[src/rtl/pc_seq_pkg.sv]
// ---------------------------------------------------------------------------
// pc_seq_pkg
// Shared types and constants for the fetch-side PC sequencer.
//   pc_seq_state_e : sequencer mode (RUN / DRAIN / HALTED)
//   PC_INCR        : sequential fetch stride in bytes
//   XLEN           : address width
// ---------------------------------------------------------------------------
package pc_seq_pkg;

    localparam int          XLEN    = 32;
    localparam logic [31:0] PC_INCR = 32'd4;

    typedef enum logic [1:0] {
        RUN    = 2'd0,
        DRAIN  = 2'd1,
        HALTED = 2'd2
    } pc_seq_state_e;

endpackage

[src/rtl/pc_sequencer_halt_drain_fsm.sv]
// ---------------------------------------------------------------------------
// halt_drain_fsm
// Owns the sequencer mode, the drain counter and the registered halt flag.
// A halt seen in RUN waits DRAIN_CYCLES edges so that older instructions in
// MEM/WB retire, then enters HALTED. A resume pulse in HALTED returns to RUN.
//
// Ports:
//   clk_i           in   core clock
//   rst_ni          in   asynchronous active-low reset
//   halt_detected_i in   valid halt instruction in EX
//   resume_i        in   debug resume pulse (honoured only in HALTED)
//   state_o         out  current mode, encoded as pc_seq_state_e
//   halted_o        out  registered "fully drained and stopped"
// ---------------------------------------------------------------------------
module halt_drain_fsm
    import pc_seq_pkg::*;
#(
    parameter int DRAIN_CYCLES = 2
) (
    input  logic       clk_i,
    input  logic       rst_ni,
    input  logic       halt_detected_i,
    input  logic       resume_i,
    output logic [1:0] state_o,
    output logic       halted_o
);

    // Counter only needs to hold DRAIN_CYCLES; keep at least one bit so the
    // DRAIN_CYCLES=0 build still elaborates cleanly.
    localparam int CNT_W = (DRAIN_CYCLES > 1) ? $clog2(DRAIN_CYCLES + 1) : 1;

    pc_seq_state_e    r_state;
    pc_seq_state_e    w_state_next;
    logic [CNT_W-1:0] r_cnt;
    logic [CNT_W-1:0] w_cnt_next;
    logic             r_halted;
    logic             w_halted_next;

    always_ff @(posedge clk_i or negedge rst_ni) begin
        if (!rst_ni) begin
            r_state  <= RUN;
            r_cnt    <= '0;
            r_halted <= 1'b0;
        end else begin
            r_state  <= w_state_next;
            r_cnt    <= w_cnt_next;
            r_halted <= w_halted_next;
        end
    end

    always_comb begin
        w_state_next  = r_state;
        w_cnt_next    = r_cnt;
        w_halted_next = r_halted;
        case (r_state)
            RUN: begin
                if (halt_detected_i) begin
                    if (DRAIN_CYCLES == 0) begin
                        w_state_next  = HALTED;
                        w_halted_next = 1'b1;
                    end else begin
                        w_state_next = DRAIN;
                        w_cnt_next   = CNT_W'(DRAIN_CYCLES);
                    end
                end
            end
            DRAIN: begin
                // The edge that sees a count of 1 is the last drain edge.
                if (r_cnt <= CNT_W'(1)) begin
                    w_state_next  = HALTED;
                    w_cnt_next    = '0;
                    w_halted_next = 1'b1;
                end else begin
                    w_cnt_next = r_cnt - CNT_W'(1);
                end
            end
            HALTED: begin
                if (resume_i) begin
                    w_state_next  = RUN;
                    w_halted_next = 1'b0;
                end
            end
            default: begin
                w_state_next  = RUN;
                w_cnt_next    = '0;
                w_halted_next = 1'b0;
            end
        endcase
    end

    assign state_o  = r_state;
    assign halted_o = r_halted;

endmodule

[src/rtl/pc_sequencer.sv]
// ---------------------------------------------------------------------------
// pc_sequencer
// Fetch-side consumer of the EX-stage flow-change interface. Owns the fetch
// PC, applies redirects, generates IF/ID and ID/EX flushes, drains the pipe
// on halt and restarts fetch on a debug resume.
//
// Optional build macro: PC_SEQ_REDIRECT_COUNT_EN adds redirect_count_o, a
// saturating count of redirects accepted in RUN.
//
// Ports:
//   clk_i, rst_ni       clock / asynchronous active-low reset
//   stall_i             load-use stall, holds PC
//   pc_src_optn_i       redirect PC to target_addr_i
//   redirect_req_i      taken branch/jump in EX, flush younger stages
//   target_addr_i[31:0] redirect target
//   halt_detected_i     valid halt in EX
//   resume_i            debug resume pulse
//   resume_pc_i[31:0]   restart address
//   pc_o[31:0]          registered fetch address
//   fetch_en_o          instruction memory read enable
//   flush_if_id_o       clear IF/ID
//   flush_id_ex_o       clear ID/EX
//   halted_o            registered halted flag
//   misaligned_o        registered one-cycle pulse for misaligned redirect
//   redirect_count_o    (macro only) saturating redirect counter
// ---------------------------------------------------------------------------
module pc_sequencer
    import pc_seq_pkg::*;
#(
    parameter logic [31:0] RESET_PC     = 32'h0000_0000,
    parameter int          DRAIN_CYCLES = 2
) (
    input  logic            clk_i,
    input  logic            rst_ni,
    input  logic            stall_i,
    input  logic            pc_src_optn_i,
    input  logic            redirect_req_i,
    input  logic [XLEN-1:0] target_addr_i,
    input  logic            halt_detected_i,
    input  logic            resume_i,
    input  logic [XLEN-1:0] resume_pc_i,
    output logic [XLEN-1:0] pc_o,
    output logic            fetch_en_o,
    output logic            flush_if_id_o,
    output logic            flush_id_ex_o,
    output logic            halted_o,
    output logic            misaligned_o
`ifdef PC_SEQ_REDIRECT_COUNT_EN
    ,
    output logic [XLEN-1:0] redirect_count_o
`endif
);

    logic [1:0]      w_state_raw;
    pc_seq_state_e   w_state;
    logic [XLEN-1:0] r_pc;
    logic [XLEN-1:0] w_pc_next;
    logic            r_misaligned;
    logic            w_misaligned_next;
    logic            w_redirect_take;
    logic            w_flush;
    logic            w_unused;

    // Restart addresses are forced word aligned, so the low bits never matter.
    assign w_unused = &{1'b0, resume_pc_i[1:0]};

    halt_drain_fsm #(
        .DRAIN_CYCLES (DRAIN_CYCLES)
    ) u_halt_drain_fsm (
        .clk_i           (clk_i),
        .rst_ni          (rst_ni),
        .halt_detected_i (halt_detected_i),
        .resume_i        (resume_i),
        .state_o         (w_state_raw),
        .halted_o        (halted_o)
    );

    assign w_state = pc_seq_state_e'(w_state_raw);

    // Halt outranks a redirect in the same cycle; redirect outranks stall
    // because the stalled instruction is younger and is being flushed.
    assign w_redirect_take = (w_state == RUN) && pc_src_optn_i && !halt_detected_i;

    always_comb begin
        w_pc_next         = r_pc;
        w_misaligned_next = 1'b0;
        case (w_state)
            RUN: begin
                if (halt_detected_i) begin
                    w_pc_next = r_pc;
                end else if (pc_src_optn_i) begin
                    w_pc_next         = {target_addr_i[XLEN-1:2], 2'b00};
                    w_misaligned_next = |target_addr_i[1:0];
                end else if (stall_i) begin
                    w_pc_next = r_pc;
                end else begin
                    w_pc_next = r_pc + PC_INCR;
                end
            end
            HALTED: begin
                if (resume_i) begin
                    w_pc_next = {resume_pc_i[XLEN-1:2], 2'b00};
                end
            end
            default: begin
                w_pc_next = r_pc;
            end
        endcase
    end

    always_ff @(posedge clk_i or negedge rst_ni) begin
        if (!rst_ni) begin
            r_pc         <= RESET_PC;
            r_misaligned <= 1'b0;
        end else begin
            r_pc         <= w_pc_next;
            r_misaligned <= w_misaligned_next;
        end
    end

    // Strobes are gated by reset so nothing fetches or flushes while held.
    always_comb begin
        fetch_en_o = 1'b0;
        w_flush    = 1'b0;
        if (rst_ni) begin
            if (w_state == RUN) begin
                fetch_en_o = !stall_i && !halt_detected_i;
                w_flush    = redirect_req_i || halt_detected_i;
            end else begin
                fetch_en_o = 1'b0;
                w_flush    = 1'b1;
            end
        end
    end

    assign flush_if_id_o = w_flush;
    assign flush_id_ex_o = w_flush;
    assign pc_o          = r_pc;
    assign misaligned_o  = r_misaligned;

`ifdef PC_SEQ_REDIRECT_COUNT_EN
    logic [XLEN-1:0] r_redirect_count;

    always_ff @(posedge clk_i or negedge rst_ni) begin
        if (!rst_ni) begin
            r_redirect_count <= '0;
        end else if (w_redirect_take && (r_redirect_count != {XLEN{1'b1}})) begin
            r_redirect_count <= r_redirect_count + 1'b1;
        end
    end

    assign redirect_count_o = r_redirect_count;
`else
    logic w_unused_take;
    assign w_unused_take = w_redirect_take;
`endif

endmodule

[config.mk]
export PLATFORM = sky130hd
export DESIGN_NAME = pc_sequencer
export DESIGN_NICKNAME = d
export VERILOG_FILES = /design/src/rtl/pc_seq_pkg.sv /design/src/rtl/pc_sequencer_halt_drain_fsm.sv /design/src/rtl/pc_sequencer.sv
export SDC_FILE = /design/constraint.sdc
export NUM_CORES = 1
export LEC_CHECK = 0
export ABC_AREA = 0
export BUFFER_PORTS_ARGS = -buffer_cell sky130_fd_sc_hd__buf_2
export CORE_MARGIN = 2
export CORE_UTILIZATION = 49
export CTS_CLUSTER_DIAMETER = 40
export DETAILED_ROUTE_END_ITERATION = 8
export GPL_ROUTABILITY_DRIVEN = 0
export GPL_TIMING_DRIVEN = 0
export PLACE_DENSITY = 0.81
export SLEW_MARGIN = 20
export SYNTH_ARGS = -nofsm -noshare
export SYNTH_HDL_FRONTEND = slang
export SYNTH_SLANG_ARGS = --single-unit
export TNS_END_PERCENT = 1
[constraint.sdc]
create_clock -name clk_i -period 3.36 [get_ports clk_i]
set_clock_uncertainty 0.1 [all_clocks]
set_input_delay 0.672 -clock clk_i [delete_from_list [all_inputs] [get_ports clk_i]]
set_output_delay 0.672 -clock clk_i [all_outputs]
set_load 0.05 [all_outputs]
==> flow_summary.ini, run 1 <==
[run_status]
status = finished, final reports clean

[power]
p_seq_frac = 0.278
power_uw = 3250
power_density_nw_per_um2 = 987
switching_power_uw = 1840
pwr-share-comb = 0.601
sw_frac_of_total = 0.565
ir_drop_uv = 466
internal-power_uw = 1410
p_leak_uw = 0.00145
p_clk_frac = 0.121

[synthesis]
synth_area_leaders = dfrtp_1 (35%), a21oi_1 (5.4%), nand2_1 (4.9%)
synth_top_area_share = 0.349
synth-simple-area-share = 0.257
seq_area_frac_synth = 0.349
synthFlopType = dfrtp_1
yosys-mux-area-fraction = 0.0194
synth_compound_area_frac = 0.254
synth_top_family_by_area = simple AND/OR/NAND/NOR gates
netlist_area_um2 = 2580
postSynthAreaPerCell_um2 = 8.01
ys_ff_latch = 36
synth_fa_ha_area_frac = 0.00485
synth_xor_area_frac = 0.0509
synthCells = 322
synthDistinctLibCells = 52
async_reset_ff_frac = 1.00
synth_edf_count = 0
ys_warn_count = 0
yosys.area.top_type = dfrtp_1

[floorplanning]
placementRows = 26
coreArea_um2 = 5110
io_pins = 108
die_y_um = 76.5
die_area_um2 = 5860
start_util = 0.505
die_x_um = 76.5

[global_routing]
grt_max_degree = 39
grtUsageMet1 = 0.386
grt_busiest_layer = met2
use_met3 = 0.0569
antenna_found_initial = 0
grtUsageMet2 = 0.485
grt_overflow_total = 0
grt_pass1_vias = 2915
gr-usage-all-layers = 0.295
grt_pass1_wl_um = 13900

[critical_path]
endpoint_kind = primary output
r2r_cells = 6
r2r-end = pc_o[24]$_DFFE_PN0P_
cp_data_arrival_time_ns = 1.93
cp-start-kind = primary input
worst_ep_required_time_ns = 2.59
cp_max_fo = 38
rr_startpoint = pc_o[2]$_DFFE_PN0P_
rrSetupSlack_ns = 0.77
crit_type = in -> out

[hold_path]
hp-class = in -> async

[detailed_routing]
avgViaCountPerCell = 6.27
wl_um = 8690
dr.pass1.iters = 7
routedWlPerCell_um = 17.3
antenna_left = 0
first_iter_violations = 327
vias = 3159
drcViolationCount = 0

[clocking]
cts_made_buffers = 5
postCtsSetupBuffers = 0
clock_path_buffers = 2
cts-root-buf = clkbuf_8
clock-sinks = 36
hold_buffers = 0
clkLatencyLatePin_ns = 0.30
htree_num_levels = 2
cts_resized = 0
clk_pin_slew_ns = 0.08
cts_tree = built

[place]
dp_hpwl_um = 6370
dp_cells = 496
portBuffers = 103
place_area_um2 = 3190

[cells_and_area]
instances_no_fill = 504
final_cell_mix = buf_2 (105), dfrtp_1 (36), nand2_1 (34)
regArea_um2 = 901
n_antenna_cell = 0
drive_gt1_frac = 0.286
layout_commonest_cell = buf_2
final_cell_area_um2 = 3300
nNetsFinal = 505
fillers = 472
syn_to_final_growth_pct = 27.9
multi_input_area_um2 = 1520

[timing]
fmax_mhz = 369
post-route-min-period_ns = 2.71
hold_viol_final = 0
tightest_slew_ns = 0.875
setup_tns_ns = 0
final_max_slew_viol_count = 0
whs_ns = 0.387
rsz0062_at_grt = no
fin_crit_sh = 0.806
setup_violations = 0
maxSlewHeadroom = 0.417

[job]
max_cap_violations = 0
critical path, cell delays in order:
cell and delay, ns:
buf_2 0.66, o21a_1 0.24, buf_4 0.10, buf_2 0.24
worst max path at each step:
stage,startpoint,slack (ns),depth (start not counted),to
3_5_place_dp,rst_ni,0.60,4,flush_if_id_o
5_1_grt,rst_ni,0.52,4,flush_if_id_o
4_1_cts,rst_ni,0.61,4,flush_if_id_o
6_report,rst_ni,0.65,4,flush_if_id_o
3_3_place_gp,rst_ni,0.63,4,flush_if_id_o
2_1_floorplan,pc_o[2]$_DFFE_PN0P_,0.58,6,pc_o[24]$_DFFE_PN0P_
cell type report:
| class | count | area share |
|---|---|---|
| Clock buffer | 5 | 0.0209 |
| Multi-Input combinational cell | 248 | 0.461 |
| Clock inverter | 3 | 0.0129 |
| Sequential cell | 36 | 0.273 |
| Tap cell | 70 | 0.0266 |
| Timing Repair Buffer | 103 | 0.156 |
| Buffer | 26 | 0.0342 |
| Inverter | 13 | 0.0148 |
cells in the mapped netlist, types with 3 or more instances:
library cell,count
a21o_1,6
a21oi_1,28
a221oi_1,6
a31oi_1,7
a32oi_1,5
buf_1,3
buf_4,3
clkbuf_1,17
dfrtp_1,36
inv_1,12
mux2i_1,5
nand2_1,34
nand2b_1,4
nand3_1,17
nand4_1,14
nor2_1,22
nor4_1,9
nor4b_1,5
o211ai_1,6
o21a_1,5
o21ai_0,19
o31ai_1,4
or3_1,6
xnor2_1,9
xor2_1,6
power by group through the flow:
stage               Combinational [uW]  Sequential (uW)  Clock, uW
detailed placement                1930              899          0
CTS                               1930              892        395
global placement                  1890              890          0
finish                            1950              904        395
floorplan                          839             1470          0
global route                      2080              935        413
routing by layer:
layer,vias up,share of wire
li1,1431,-
met1,1498,0.42
met2,207,0.47
met3,23,0.088
met4,0,0.021
met5,-,0
stage by stage:
stage | utilization | worst slack [ns]
after CTS | 0.646 | 0.608
after global placement | 0.624 | 0.627
after floorplan | - | 0.582
after detailed placement | 0.624 | 0.602
after global routing | 0.646 | 0.515
final | 0.646 | 0.653
registers in the layout, summed over array words and instances, names as in the netlist:
register and count:
pc_o 30, u_halt_drain_fsm.r_cnt 2, u_halt_drain_fsm.state_o 2, misaligned_o 1, u_halt_drain_fsm.halted_o 1
cells by family (layout without fill, tap and decap cells):
family | count (synthesis) | in the layout
AO/OA/AOI/OAI | 100 | 100
XOR/XNOR | 15 | 15
adder cells (fa/ha/maj) | 1 | 1
buffers and inverters | 39 | 150
flip-flops | 36 | 36
multiplexers | 5 | 5
other | 1 | 2
AND/OR/NAND/NOR | 125 | 125
Power figures use the tool's default switching activity.
==> inputs of run 2 (changes only) <==
--- a/config.mk
+++ b/config.mk
@@ -8,12 +8,12 @@
 export ABC_AREA = 0
 export BUFFER_PORTS_ARGS = -buffer_cell sky130_fd_sc_hd__buf_2
 export CORE_MARGIN = 2
-export CORE_UTILIZATION = 49
+export CORE_UTILIZATION = 44
 export CTS_CLUSTER_DIAMETER = 40
 export DETAILED_ROUTE_END_ITERATION = 8
 export GPL_ROUTABILITY_DRIVEN = 0
 export GPL_TIMING_DRIVEN = 0
-export PLACE_DENSITY = 0.81
+export PLACE_DENSITY = 0.77
 export SLEW_MARGIN = 20
 export SYNTH_ARGS = -nofsm -noshare
 export SYNTH_HDL_FRONTEND = slang
==> constraint.sdc (replaced) <==
create_clock -name clk_i -period 2.4 [get_ports clk_i]
set_clock_uncertainty 0.1 [all_clocks]
set_input_delay 0.48 -clock clk_i [delete_from_list [all_inputs] [get_ports clk_i]]
set_output_delay 0.48 -clock clk_i [all_outputs]
set_load 0.05 [all_outputs]
==> run 2 against run 1 <==
Sequential share of layout area barely moved. Core utilization is 4.6 points lower. Cell count up 0.40%. Flip-flop and latch count is the same. Largest cell class unchanged. Critical path depth grew 2. Worst setup slack lost 0.64 ns. Sequential power grew 45%. Clock-buffer cell count increased by 3. First-iteration DRC count shrank 7.0%. Clock power rose by 18%. Routed wire length rose by 0.51%. Total power grew 39%.
==> flow_summary.ini, run 2 (synthesized netlist as in run 1, its figures left out) <==
[run_status]
status = finished, final reports clean

[floorplanning]
die_area_um2 = 6490
placementRows = 27
coreArea_um2 = 5570
start_util = 0.463
die_x_um = 80.6
io_pins = 108
die_y_um = 80.6

[critical_path]
endpoint_kind = flip-flop
cp_max_fo = 5
crit_type = reg -> reg
cp-start-kind = flip-flop
worst_ep_required_time_ns = 2.49
cp_data_arrival_time_ns = 2.47

[detailed_routing]
dr.pass1.iters = 6
avgViaCountPerCell = 5.96
antenna_left = 0
first_iter_violations = 304
wl_um = 8740
vias = 3016
routedWlPerCell_um = 17.3
drcViolationCount = 0

[global_routing]
grt_pass1_vias = 2781
grt_pass1_wl_um = 13500
grt_max_degree = 39
grtUsageMet1 = 0.365
grt_busiest_layer = met2
gr-usage-all-layers = 0.272
grt_overflow_total = 0
antenna_found_initial = 0
use_met3 = 0.0371
grtUsageMet2 = 0.438

[cells_and_area]
instances_no_fill = 506
layout_commonest_cell = buf_2
drive_gt1_frac = 0.329
nNetsFinal = 505
final_cell_mix = buf_2 (103), nand2_1 (34), a21oi_1 (28)
syn_to_final_growth_pct = 29.6
largest_reg_flops = 30
final_cell_area_um2 = 3340
n_antenna_cell = 0

[clocking]
clock_path_buffers = 2
clkLatencyLatePin_ns = 0.30
cts-root-buf = clkbuf_8
clock-sinks = 36
cts_made_buffers = 5
hold_buffers = 0
htree_num_levels = 2
clk_pin_slew_ns = 0.07
cts_tree = built

[place]
place_area_um2 = 3220
dp_cells = 498
portBuffers = 103
dp_hpwl_um = 6290
post-place-ws_ns = -0.0540

[timing]
hold_viol_final = 0
maxSlewHeadroom = 0.565
fmax_mhz = 419
post-route-min-period_ns = 2.39
setup_violations = 0
rsz0062_at_grt = yes
final_max_slew_viol_count = 0
fin_crit_sh = 0.994
tightest_slew_ns = 0.650
setup_slack_ns = 0.0136
whs_ns = 0.0810
setup_tns_ns = 0

[job]
max_cap_violations = 0

[power]
pwr-share-comb = 0.608
ir_drop_uv = 753
p_leak_uw = 0.00145
power_density_nw_per_um2 = 1360
p_seq_frac = 0.289
sw_frac_of_total = 0.567
p_clk_frac = 0.102
internal-power_uw = 1960
switching_power_uw = 2570

[hold_path]
hp-class = in -> async
## run 2: layout make-up
type	count	area, um^2
Tap cell	72	90.1
Clock buffer	8	90.1
Inverter	13	48.8
Fill cell	511	2230
Multi-Input combinational cell	248	1550
Buffer	23	109
Timing Repair Buffer	106	541
Sequential cell	36	915
## run 2: per-layer routing
metal / share of wire / vias to the layer above
met5: 0 / -
met4: 0.019 / 0
met3: 0.087 / 15
met2: 0.47 / 171
met1: 0.42 / 1404
li1: - / 1426
## run 2: stage by stage
| stage | total power (uW) | utilization |
|---|---|---|
| after floorplan | 3280 | - |
| after global placement | 3950 | 0.578 |
| after detailed placement | 4000 | 0.578 |
| after CTS | 4490 | 0.598 |
| after global routing | 4820 | 0.600 |
| final | 4530 | 0.600 |
## run 2: final timing paths
check                                                       from                                     to  slack [ns]  cells after the start
min in group clk_i                              target_addr_i[0]                 misaligned_o$_DFF_PN0_        0.28                      2
max                                          pc_o[2]$_DFFE_PN0P_                   pc_o[24]$_DFFE_PN0P_        0.01                      6
min                                                       rst_ni                   pc_o[29]$_DFFE_PN0P_        0.08                      1
min reg2reg                u_halt_drain_fsm.r_cnt[0]$_DFFE_PN0P_  u_halt_drain_fsm.r_cnt[0]$_DFFE_PN0P_        0.39                      1
max in group asynchronous                                 rst_ni                   pc_o[12]$_DFFE_PN0P_        1.71                      1
max reg2reg                                  pc_o[2]$_DFFE_PN0P_                   pc_o[24]$_DFFE_PN0P_        0.01                      6
## run 2: critical path, stage by stage, from the launching register on
cell,delay [ns]
dfrtp_2,0.40
ha_4,0.17
nand4_4,0.14
or4_4,0.55
or4_4,0.50
o221a_1,0.22
o22a_1,0.20
## run 2: power groups by stage
stage	registers, uW	logic, uW	clock network (uW)
finish	1310	2760	465
global route	1360	2970	493
CTS	1260	2760	470
detailed placement	1290	2710	0
global placement	1280	2670	0
floorplan	2080	1190	0
## run 2: repair_timing
| item | CTS | global route |
|---|---|---|
| pin swaps | 0 | 1 |
| endpoints found under the setup margin | 2 | 28 |
| buffers inserted | 2 | 1 |
| resized for setup | 1 | 10 |
